## src/rtl/ariane_pkg.sv

```systemverilog
// Shared fetch-path types and helpers for the frontend realigner and scanners.
package ariane_pkg;

  localparam int unsigned FETCH_WIDTH      = 32;
  localparam int unsigned INSTR_PER_FETCH  = 2;
  localparam int unsigned FETCH_ADDR_WIDTH = 64;

  typedef struct packed {
    logic [FETCH_ADDR_WIDTH-1:0] addr;
    logic [FETCH_WIDTH-1:0]      instr;
  } fetch_entry_t;

  // Which halfword begins the first output slot of a fetch word.
  typedef enum logic [1:0] {
    SRC_CARRY,
    SRC_LOWER,
    SRC_UPPER
  } fetch_src_e;

  function automatic logic is_rvc(input logic [15:0] half);
    return half[1:0] != 2'b11;
  endfunction

endpackage

```

## src/rtl/fetch_realigner.sv

```systemverilog
// Splits 32-bit fetch words into up to two aligned instructions, carrying the
// lower half of a 32-bit instruction that straddles a fetch-word boundary.
module fetch_realigner
  import ariane_pkg::*;
#(
  parameter int unsigned VLEN = 64
) (
  input  logic                      clk_i,
  input  logic                      rst_ni,
  input  logic                      flush_i,
  input  logic                      valid_i,
  output logic                      ready_o,
  input  logic                      ready_i,
  input  logic [VLEN-1:0]           address_i,
  input  logic [31:0]               data_i,
  output logic [1:0]                valid_o,
  output logic [1:0][31:0]          instr_o,
  output logic [1:0][VLEN-1:0]      addr_o,
  output logic                      serving_unaligned_o
);

  logic            unaligned_q, unaligned_d;
  logic [15:0]     unaligned_instr_q, unaligned_instr_d;
  logic [VLEN-1:0] unaligned_addr_q, unaligned_addr_d;

  fetch_entry_t [INSTR_PER_FETCH-1:0] slot;
  logic [INSTR_PER_FETCH-1:0]         slot_valid;

  logic            fire, contiguous, use_upper, upper_slot;
  logic [15:0]     lower_half, upper_half;
  logic [VLEN-1:0] upper_addr;
  fetch_src_e      src;

  assign fire       = valid_i & ready_i & ~flush_i;
  assign lower_half = data_i[15:0];
  assign upper_half = data_i[31:16];
  assign upper_addr = {address_i[VLEN-1:2], 2'b00} + VLEN'(2);
  assign contiguous = unaligned_q && (address_i == unaligned_addr_q + VLEN'(2));

  always_comb begin
    if (contiguous)        src = SRC_CARRY;
    else if (!address_i[1]) src = SRC_LOWER;
    else                   src = SRC_UPPER;
  end

  always_comb begin
    slot              = '0;
    slot_valid        = '0;
    use_upper         = 1'b0;
    upper_slot        = 1'b0;
    unaligned_d       = flush_i ? 1'b0 : unaligned_q;
    unaligned_instr_d = unaligned_instr_q;
    unaligned_addr_d  = unaligned_addr_q;

    if (fire) begin
      unaligned_d = 1'b0;
      use_upper   = 1'b1;
      unique case (src)
        SRC_CARRY: begin
          slot[0].instr = {lower_half, unaligned_instr_q};
          slot[0].addr  = FETCH_ADDR_WIDTH'(unaligned_addr_q);
          slot_valid[0] = 1'b1;
          upper_slot    = 1'b1;
        end
        SRC_LOWER: begin
          slot_valid[0] = 1'b1;
          slot[0].addr  = FETCH_ADDR_WIDTH'(address_i);
          if (is_rvc(lower_half)) begin
            slot[0].instr = {16'h0000, lower_half};
            upper_slot    = 1'b1;
          end else begin
            slot[0].instr = data_i;
            use_upper     = 1'b0;
          end
        end
        SRC_UPPER: upper_slot = 1'b0;
        default: ;
      endcase

      // A non-compressed upper half is never emitted here; it waits for its
      // second half in the next contiguous fetch word.
      if (use_upper) begin
        if (is_rvc(upper_half)) begin
          slot[upper_slot].instr = {16'h0000, upper_half};
          slot[upper_slot].addr  = FETCH_ADDR_WIDTH'(upper_addr);
          slot_valid[upper_slot] = 1'b1;
        end else begin
          unaligned_d       = 1'b1;
          unaligned_instr_d = upper_half;
          unaligned_addr_d  = upper_addr;
        end
      end
    end
  end

  always_ff @(posedge clk_i or negedge rst_ni) begin
    if (!rst_ni) begin
      unaligned_q       <= 1'b0;
      unaligned_instr_q <= '0;
      unaligned_addr_q  <= '0;
    end else begin
      unaligned_q       <= unaligned_d;
      unaligned_instr_q <= unaligned_instr_d;
      unaligned_addr_q  <= unaligned_addr_d;
    end
  end

  always_comb begin
    for (int unsigned i = 0; i < INSTR_PER_FETCH; i++) begin
      instr_o[i] = slot[i].instr;
      addr_o[i]  = slot[i].addr[VLEN-1:0];
    end
  end

  assign valid_o             = slot_valid;
  assign ready_o             = ready_i;
  assign serving_unaligned_o = unaligned_q;

endmodule

```

## config.mk

```make
export PLATFORM = sky130hd
export DESIGN_NAME = fetch_realigner
export DESIGN_NICKNAME = d
export VERILOG_FILES = /design/src/rtl/ariane_pkg.sv /design/src/rtl/fetch_realigner.sv
export SDC_FILE = /design/constraint.sdc
export NUM_CORES = 1
export LEC_CHECK = 0
export BUFFER_PORTS_ARGS = -buffer_cell sky130_fd_sc_hd__buf_4
export CAP_MARGIN = 20
export CORE_ASPECT_RATIO = 0.7
export CORE_MARGIN = 4
export CORE_UTILIZATION = 55
export DETAILED_ROUTE_END_ITERATION = 6
export PLACE_DENSITY = 0.93
export SYNTH_ARGS = -nofsm -noshare
export SYNTH_HDL_FRONTEND = slang
export SYNTH_SLANG_ARGS = --single-unit
```

## constraint.sdc

```tcl
create_clock -name clk_i -period 4.55 [get_ports clk_i]
set_input_delay 0.455 -clock clk_i [delete_from_list [all_inputs] [get_ports clk_i]]
set_output_delay 0.455 -clock clk_i [all_outputs]
set_load 0.02 [all_outputs]
```

==> key figures <==
Placement
  – Port Buffers: around 280
  – Post-Place Cells: about 2.1k
  – Post-DP Area: around 14000 µm²
  – GP Congestion: slightly above 1
  – Post-DP HPWL: roughly 29000 µm
  – Worst slack, placed: -0.0471 ns

GRT
  – Number of antenna violations at the first check in global routing: 0
  – Global route overflow: 0
  – Vias in the first global route: between 10k and 15k
  – Pin count of the biggest net entering global routing: 153
  – GRT Util Overall: a little over a third
  – First-pass GRT wire length: roughly 70000 µm

Clocking
  – Clk root buf: clkbuf_16
  – Max clock buf depth: 2
  – CTS Buf Count: 9
  – Clk sink count: 80
  – Clock latency on the worst-skew pair: 0.35 ns
  – H-Tree Depth: 3
  – CTS hold repair buffers: 0
  – CTS tree: done
  – Worst-path clk slew: roughly 0.07 ns

Yosys
  – FFs w/ async S/R, synth: 100%
  – Gate Count Post-Synth: roughly 1.7k
  – Post-synthesis register bit count: 80
  – Register area share after synthesis: about 18%
  – YS warnings: 0
  – Post-synth EDFFs: 0
  – Post-Synth Simple-Gate Area: around 30%
  – Mux cell area share after synthesis: 8.86%
  – Synthesized area per cell: slightly below 7 µm²
  – Synth Area in Compound Gates: between 20% and 30%
  – Most instantiated library cell after synthesis: nand2_1
  – Most frequent cells after synthesis: 460 x nand2_1, 167 x clkbuf_1, 111 x nand3_1
  – Top FF cell, synth: dfrtp_1
  – Synth unique cells: 60
  – Top cells by area, synth: dfrtp_1 18%, nand2_1 15%, mux2i_1 8.8%
  – Xor/xnor share of the synthesized area: under 10%
  – Post-Syn Area: 11300 µm²
  – Synth top area share: between 15 and 20%
  – Main combinational cell family by area after synthesis: simple AND/OR/NAND/NOR gates
  – Leading area contributor after synthesis: dfrtp_1
  – Adder-cell share of the synthesized area: 0.111%

STA
  – Hold Violations, Final: 0
  – Final clock skew: ~0.012 ns
  – Period utilization: 105%
  – Max frequency: about 210 MHz
  – Fin. max-slew vios: 0
  – Post-route setup slack: -0.211 ns
  – Period minus WS final: about 4.8 ns
  – Slew HR: ~30%
  – RSZ-0062 raised after global routing: true
  – Worst-margin pin slew: around 1.1 ns
  – # setup viols final: about 170

Drt
  – DRC: 5
  – Via Count: about 15k
  – Length of the first detailed-routing pass in iterations: 7
  – First DRT Iteration DRCs: around 2.9k
  – WL/cell: 21.9 µm
  – Total Wirelength: roughly 46000 µm
  – Antenna-violating nets left: 0
  – Vias per Instance: slightly below 7

Run status
  – Status: complete, but fails checks
  – Failing checks: DRC, setup timing

Floorplan
  – Die Area: about 23000 µm²
  – Die width: 179 µm
  – Ports: between 200 and 300
  – Core ar.: 20000 µm²
  – Cell Rows: 43
  – Die Height: approximately 130 µm
  – Initial Util: 56.5%

Finish
  – Cell area after layout: around 15000 µm²
  – Layout cells sized above 1: about a quarter
  – Final Net Count: 1926
  – Diodes inserted: 0
  – Fillers: roughly 1.5k
  – P&R area growth vs syn: 29.6%
  – Layout Cells excl Fill: approximately 2.1k

Setup path
  – Crit path capture type: output pin
  – CP required: a little over 4 ns
  – Worst R2R Path Depth: 11
  – Worst reg-to-reg setup slack: around 0.14 ns
  – Slowest stage cell on the critical path: or4_4
  – FF-to-FF End: unaligned_addr_q[6]
  – Crit path kind: reg2out
  – Worst r2r src: unaligned_addr_q[40]
  – Largest stage delay, worst path: around 0.60 ns
  – Max FO, Critical Path: 10
  – Crit path launch type: flop
  – Worst Path Arrival: approximately 4.3 ns
  – Critical-path cell list: nand4_1 -> or4_1 -> nor3_1 -> a21oi_1 -> a211oi_1 -> nand4_1 -> or4_4 -> nor3_4 -> buf_12 -> buf_12 -> buf_16 -> mux2i_1 -> buf_4

Power
  – Peak VDD IR: roughly 0.22 mV
  – Pwr Density: around 240 nW/µm²
  – P_leak: roughly 0.0066 µW

Min path
  – Worst min path class: in2async

Flow run
  – Maxcap violations: 0
[state kept, by name, summed over array words and instances, names as in the netlist]
register,cells
unaligned_addr_q,63
unaligned_instr_q,16
serving_unaligned_o,1
[cell usage in the layout (no fill, tap or decap), drive strengths merged, types with 7 or more instances in the layout]
master / n
or4: 10
and2: 13
nor3: 17
conb: 17
nand3: 112
o211a: 80
and4: 13
nand2: 460
nand4: 42
buf: 379
o211ai: 76
xnor2: 52
nor4: 21
a31oi: 79
xor2: 35
o21ai: 29
clkbuf: 17
o311ai: 76
a21oi: 14
nor2: 17
dfrtp: 80
inv: 18
and3: 7
mux2i: 99
[final cells by class]
class / instances / area, µm² / area share, %
well taps: 270 / 338 / 2.30
flip-flops and latches: 80 / 2010 / 13.7
multi-input cells: 1330 / 8420 / 57.4
repair buffers: 385 / 3540 / 24.1
clock buffers: 11 / 233 / 1.59
inverters: 18 / 67.6 / 0.461
clock inverters: 5 / 57.6 / 0.392
[per-layer routing]
metal  track usage [%]  up-vias  wire length, µm
met1              49.8     6837            18100
met3              8.48      182             6360
met4              9.94        0             1350
li1                  -     6321                -
met5                 0        -                0
met2              55.2     1277            20300
[metrics by stage]
step	setup TNS, ns	power, µW	utilization, %	hold slack, ns
finish	-12.06	3530	73.3	0.0866
global route	-24.16	3700	73.3	0.124
CTS	-0.471	3430	70.4	0.108
detailed placement	-0.105	2650	67.8	0.474
global placement	0	2600	67.8	0.467
floorplan	0	2040	-	0.159
[power by group]
part / switching (µW) / internal, µW
sequential: 125 / 801
clock: 328 / 427
combinational: 1130 / 718
[logic make-up after synthesis]
group | after synthesis
simple gates | 740
compound gates | 385
buf+inv | 259
mux | 100
xor+xnor | 87
flops | 80
fa+ha+maj | 1
other cells | 1
[worst max-delay path, delay by kind of cell (launching register included)]
kind / cells / cell delay (ns)
buffers and inverters: 4 / 0.66
muxes: 1 / 0.24
and+or+nand+nor: 6 / 2.14
DFF: 1 / 0.46
AOI/OAI and AO/OA: 2 / 0.45
[worst max path at each step]
stage | start | slack (ns) | end
6_report | unaligned_addr_q[40] | -0.21 | addr_o[36]
3_3_place_gp | unaligned_addr_q[21] | 0.09 | addr_o[55]
3_5_place_dp | unaligned_addr_q[1] | -0.05 | unaligned_addr_q[6]
2_1_floorplan | unaligned_addr_q[21] | 0.13 | addr_o[49]
5_1_grt | unaligned_addr_q[34] | -0.28 | addr_o[36]
4_1_cts | unaligned_addr_q[1] | -0.03 | addr_o[31]
[what timing repair did]
action / CTS / global route
pin swaps: 2 / 18
endpoints found under the setup margin: 180 / 177
gates resized for setup: 27 / 91
cloned: 4 / 9
setup buffers: 2 / 3
No activity file was read; power rests on OpenSTA's default activity.
